===== src/rtl/concat_pair_aligner.sv =====
// concat_pair_aligner: pairs two buffered operand streams into aligned (a, b) words with a post-transfer hold
module concat_pair_aligner #(
  parameter int DATA_WIDTH = 32,
  parameter int FIFO_DEPTH = 4,
  localparam int LVL_W = $clog2(FIFO_DEPTH) + 1,
  localparam int PTR_W = $clog2(FIFO_DEPTH)
) (
  input  logic                  clk,
  input  logic                  rst,
  input  logic                  flush,
  input  logic [DATA_WIDTH-1:0] a_data,
  input  logic                  a_valid,
  output logic                  a_ready,
  input  logic [DATA_WIDTH-1:0] b_data,
  input  logic                  b_valid,
  output logic                  b_ready,
  output logic [DATA_WIDTH-1:0] data_out_a,
  output logic [DATA_WIDTH-1:0] data_out_b,
  output logic                  valid_out,
  input  logic                  ready_out,
  output logic [LVL_W-1:0]      a_level,
  output logic [LVL_W-1:0]      b_level
);
  logic [DATA_WIDTH-1:0] a_mem_q [FIFO_DEPTH];
  logic [DATA_WIDTH-1:0] b_mem_q [FIFO_DEPTH];
  logic [PTR_W-1:0] a_rd_q, a_rd_d, a_wr_q, a_wr_d, b_rd_q, b_rd_d, b_wr_q, b_wr_d;
  logic [LVL_W-1:0] a_lvl_q, a_lvl_d, b_lvl_q, b_lvl_d;
  logic [DATA_WIDTH-1:0] out_a_q, out_a_d, out_b_q, out_b_d;
  logic valid_q, valid_d, xfer_prev_q, xfer_prev_d;
  logic push_a, push_b, load, xfer;
  // Readies come from occupancy only; a load pops both heads and is held off for one cycle after a transfer
  always_comb begin
    a_ready = a_lvl_q != LVL_W'(FIFO_DEPTH);
    b_ready = b_lvl_q != LVL_W'(FIFO_DEPTH);
    push_a = a_valid && a_ready && !flush;
    push_b = b_valid && b_ready && !flush;
    xfer = valid_q && ready_out;
    load = (a_lvl_q != '0) && (b_lvl_q != '0) && !valid_q && !xfer_prev_q;
    a_wr_d = flush ? '0 : push_a ? a_wr_q + PTR_W'(1) : a_wr_q;
    b_wr_d = flush ? '0 : push_b ? b_wr_q + PTR_W'(1) : b_wr_q;
    a_rd_d = flush ? '0 : load ? a_rd_q + PTR_W'(1) : a_rd_q;
    b_rd_d = flush ? '0 : load ? b_rd_q + PTR_W'(1) : b_rd_q;
    a_lvl_d = flush ? '0 : a_lvl_q + LVL_W'(push_a) - LVL_W'(load);
    b_lvl_d = flush ? '0 : b_lvl_q + LVL_W'(push_b) - LVL_W'(load);
    out_a_d = (load && !flush) ? a_mem_q[a_rd_q] : out_a_q;
    out_b_d = (load && !flush) ? b_mem_q[b_rd_q] : out_b_q;
    valid_d = flush ? 1'b0 : load ? 1'b1 : xfer ? 1'b0 : valid_q;
    xfer_prev_d = xfer;
  end
  // Pointer, level and output-register state
  always_ff @(posedge clk) begin
    if (rst) begin
      a_rd_q <= '0;
      a_wr_q <= '0;
      b_rd_q <= '0;
      b_wr_q <= '0;
      a_lvl_q <= '0;
      b_lvl_q <= '0;
      out_a_q <= '0;
      out_b_q <= '0;
      valid_q <= 1'b0;
      xfer_prev_q <= 1'b0;
    end else begin
      a_rd_q <= a_rd_d;
      a_wr_q <= a_wr_d;
      b_rd_q <= b_rd_d;
      b_wr_q <= b_wr_d;
      a_lvl_q <= a_lvl_d;
      b_lvl_q <= b_lvl_d;
      out_a_q <= out_a_d;
      out_b_q <= out_b_d;
      valid_q <= valid_d;
      xfer_prev_q <= xfer_prev_d;
    end
  end
  // FIFO storage; contents need no reset since levels gate every read
  always_ff @(posedge clk) begin
    if (push_a && !rst) a_mem_q[a_wr_q] <= a_data;
    if (push_b && !rst) b_mem_q[b_wr_q] <= b_data;
  end
  assign data_out_a = out_a_q;
  assign data_out_b = out_b_q;
  assign valid_out = valid_q;
  assign a_level = a_lvl_q;
  assign b_level = b_lvl_q;
endmodule

===== config.mk =====
export PLATFORM = sky130hd
export DESIGN_NAME = concat_pair_aligner
export DESIGN_NICKNAME = d
export VERILOG_FILES = /design/src/rtl/concat_pair_aligner.sv
export SDC_FILE = /design/constraint.sdc
export NUM_CORES = 1
export LEC_CHECK = 0
export BUFFER_PORTS_ARGS = -buffer_cell sky130_fd_sc_hd__clkbuf_2
export CORE_ASPECT_RATIO = 1.2
export CORE_MARGIN = 2
export CORE_UTILIZATION = 62
export DETAILED_ROUTE_END_ITERATION = 10
export GPL_ROUTABILITY_DRIVEN = 0
export PLACE_DENSITY_LB_ADDON = 0.1
export SLEW_MARGIN = 20
export SYNTH_ARGS = -nofsm -noshare
export SYNTH_HDL_FRONTEND = slang
export SYNTH_SLANG_ARGS = --single-unit

===== constraint.sdc =====
create_clock -name clk -period 5 [get_ports clk]
set_input_delay 0.5 -clock clk [delete_from_list [all_inputs] [get_ports clk]]
set_output_delay 0.5 -clock clk [all_outputs]
set_load 0.02 [all_outputs]

==> impl_summary.md <==
Timing
The number of setup violations in the final report is 0. The final sum of negative setup slack is 0 ns. The number of hold violations in the final report is 0. The number of max-slew violations in the final report is 0. The relative max-transition margin is 0.3270. At the pin with the least slew margin, the transition time is 1.002 ns. Setup repair after global routing left no endpoint under its margin. The final worst clock skew is roughly 0.024 ns. In the finished design, the share of the clock period the worst path needs comes to 0.5197. The final hold slack is 0.1721 ns. The achievable frequency is 384.8 MHz. The final critical delay including setup and external delays is 2.599 ns.

Clocking
CTS placed an instance of sky130_fd_sc_hd__clkbuf_16 at the clock tree root. The clock reaches the later pin of the worst-skew pair after 0.55 ns. The CTS tree is built. The tree built by TritonCTS fans out to 336 sinks. In this run the deepest clock path goes through 3 buffers. In this run the post-CTS setup repair buffer count came out at 0. In this run the number of H-tree levels came out at 1. Counting the buffers created by CTS gives 30.

Clock-pin slew was measured on the worst setup and hold paths at 0.07 ns. Gates resized during post-CTS repair numbered 0. The quantity of hold-fixing buffers added after cts is 0.

Min path
The startpoint identified for the worst hold timing path is b_data[28]. The cell depth of the worst hold path is 1. The capture endpoint of the worst hold path is b_mem_q[1][28].

The worst hold path belongs to the class in2reg.

Logic synthesis
The combined area of all synthesized cells is between 10000 and 15000 um2. The number of nets produced by synthesis is ~670. The Yosys warning count is 0. The number of distinct library cells after synthesis is 30. Of the synthesized area, sequential elements account for 0.7648.

The post-synthesis area per instance is 20.69 um2. The fraction of registers with async set or reset after synthesis is 0. The synthesis-stage register bit count is ~340.

The synthesized design contains 256 enable-type register cells. Synthesis produced a netlist whose cell count is 587. The most instantiated flip-flop cell in the synthesis netlist is sky130_fd_sc_hd__edfxtp_1.

Setup path
Walking the worst path, the cells encountered are or2_1, nor3_1, ha_1, inv_1, ha_1, fa_1, xnor2_1, xnor2_1, nor2_1. The depth of the worst register-to-register path is 9. The required arrival time at the worst endpoint is approximately 5.4 ns. The worst stage delay on the critical path is around 0.63 ns. The critical path capture point type is a flip-flop. The reg-to-reg setup timing slack is 2.40 ns. The startpoint of the most critical register-to-register path is valid_out. The endpoint identified for the worst register-to-register timing path is b_level[2]. The highest-delay cell along the critical path is sky130_fd_sc_hd__nor3_1.

The largest fanout of any net on the critical path is 6. The critical path is of the reg2reg type. Data on the critical path arrives at its endpoint at about 3.0 ns. The kind of start point of the critical path is a flip-flop.

Layout
In the final layout, flip-flops and latches occupy 9294 um2. The area growth from synthesis to layout is 16.56%. The number of nets in the layout is 820.

The fill cell total of the finished layout is 1185. The area used by multi-input combinational logic is 2631 um2. For this run, the share of the core covered by cells in the final layout is 0.7294. Of the cells placed in the final design, the portion with a size suffix greater than 1 is 0.3671.

The area of all placed cells without fillers is 14160 um2. 0 antenna diodes ended up in the layout.

Route
For this run, design rule violations remaining after detail routing come to 0. The number of nets still failing antenna checks after routing is 0. The detail-routed via count per cell is a little under 6. The average detailed-routed wire length per instance is 20.86 um. Summing over every cut layer, the via total after detailed routing is between 5000 and 6000. The first routing iteration left 384 violations.

The routed design has 21.30 mm of wire. The first-pass iteration count of the detailed router is 5.

GRT
The global-route wire length before repair is 32.99 mm. The via count of the first global-routing pass is 6230. Across every metal layer, demand over resource in global routing totals 0.2079. After global routing the overflow that remains totals 0. The initial antenna violation count is 0. The maximum number of pins on one net before global-route repair is 49.

Placed design
After legalization and detailed placement, the total HPWL measured between 10 and 15 mm. Once placement finished, the instance area stood at 13060 um2. The count of buffers from port buffering is 142.

Power and ir drop
Summing internal, switching and leakage power gives 5.572 mW. The leakage power figure is ~5.0 nW. The areal power density over the cells is about 400 nW/um2.

The worst-case IR drop observed on VDD is about 0.32 mV.

Floorplan
Row generation in the floorplan step produced 56 rows. Measured along the y axis, the die boundary spans 157.3 um. The starting utilization of the core area is 0.6258. The die extent in x is about 130 um. The die area is 20730 um2.

The floorplan step defined a core boundary enclosing 19410 um2. The number of top-level design ports is 143.

Run status
The run finished with clean final reports.

Flow run
Max-cap violations in this run came to 0.
[worst max path at each step]
stage          startpoint             end  slack, ns  depth (start not counted)
2_1_floorplan  b_level[1]      a_level[2]       2.63                          9
3_3_place_gp        flush  a_mem_q[1][12]       2.41                          3
3_5_place_dp        flush  a_mem_q[1][12]       2.33                          3
4_1_cts         valid_out      a_level[2]       2.41                          9
5_1_grt         valid_out      a_level[2]       2.17                          9
6_report        valid_out      b_level[2]       2.40                          9
[per-stage QoR]
step,setup slack [ns],std cells
final,2.401,1021
after floorplan,2.632,587
after global routing,2.169,1021
after CTS,2.409,1020
after global placement,2.414,964
after detailed placement,2.335,964
[critical path: cells and delay by family (launching register included)]
family / cells / cell delay, ns
buffers and inverters: 1 / 0.05
flip-flops: 1 / 0.35
XOR/XNOR: 2 / 0.31
AND/OR/NAND/NOR: 3 / 0.96
adder cells (fa/ha/maj): 3 / 0.78
[cell usage in the layout (no fill, tap or decap), drive strengths merged]
| cell | synthesis | final |
|---|---|---|
| clkbuf | 9 | 188 |
| nor2b | 1 | 1 |
| a31oi | 1 | 1 |
| mux4 | 64 | 64 |
| a21oi | 4 | 4 |
| nand2 | 4 | 4 |
| nor2 | 6 | 6 |
| and2 | 4 | 4 |
| nor3b | 2 | 2 |
| or3 | 8 | 8 |
| fa | 2 | 2 |
| or2 | 2 | 2 |
| edfxtp | 256 | 256 |
| nand4 | 2 | 2 |
| and3 | 8 | 8 |
| and3b | 1 | 1 |
| nor3 | 4 | 4 |
| o21ai | 4 | 4 |
| xnor2 | 4 | 4 |
| clkinv | 0 | 6 |
| a22o | 64 | 64 |
| o21a | 1 | 1 |
| dfxtp | 80 | 80 |
| ha | 12 | 12 |
| mux2i | 4 | 4 |
| bufinv | 0 | 4 |
| buf | 21 | 5 |
| nor4 | 1 | 1 |
| inv | 14 | 14 |
| nand3 | 4 | 4 |
[registers in the layout (all words and copies together) (netlist names)]
signal and count:
a_mem_q 128, b_mem_q 128, data_out_a 32, data_out_b 32, a_level 3, b_level 3, a_rd_q 2, a_wr_q 2
b_rd_q 2, b_wr_q 2, valid_out 1, xfer_prev_q 1
[Yosys cell counts (6+ instances only)]
cell	n	area (um2)
sky130_fd_sc_hd__a22o_1	64	560.5
sky130_fd_sc_hd__and3_1	8	50.05
sky130_fd_sc_hd__buf_2	14	70.07
sky130_fd_sc_hd__buf_6	7	78.83
sky130_fd_sc_hd__clkbuf_1	9	33.78
sky130_fd_sc_hd__dfxtp_1	80	1602
sky130_fd_sc_hd__edfxtp_1	256	7687
sky130_fd_sc_hd__ha_1	12	150.1
sky130_fd_sc_hd__inv_1	14	52.55
sky130_fd_sc_hd__mux4_2	64	1441
sky130_fd_sc_hd__nor2_1	6	22.52
[cell type report]
type,count,share of cell area
flip-flops and latches,336,0.6565
multi-input cells,207,0.1859
clock inverters,10,0.01052
well taps,261,0.02307
clock buffers,46,0.06514
repair buffers,147,0.05515
inverters,14,0.003712
[per-layer routing]
metal,up-vias,track usage,wire (um)
met5,-,0,0
met4,0,0.05590,353
met3,28,0.04251,1225
met2,172,0.3762,11230
met1,3034,0.2586,8492
li1,2702,-,-
[power breakdown]
group / total, mW / internal [mW] / switching (mW) / leakage, nW
Combinational: 0.132 / 0.0504 / 0.0814 / 1.49
Sequential: 3.03 / 3.03 / 0.00828 / 2.96
Clock: 2.41 / 1.47 / 0.937 / 0.531
Total: 5.57 / 4.55 / 1.03 / 4.98
[logic make-up after synthesis]
logic type	count (synthesis)	synth area share
AND/OR/NAND/NOR	47	0.02349
AO/OA/AOI/OAI	74	0.05182
flip-flops	336	0.7648
buffers and inverters	44	0.01937
adder cells (fa/ha/maj)	14	0.01566
multiplexers	68	0.1220
XOR/XNOR	4	0.002884
Note: power is estimated with default switching activity, not from simulation.
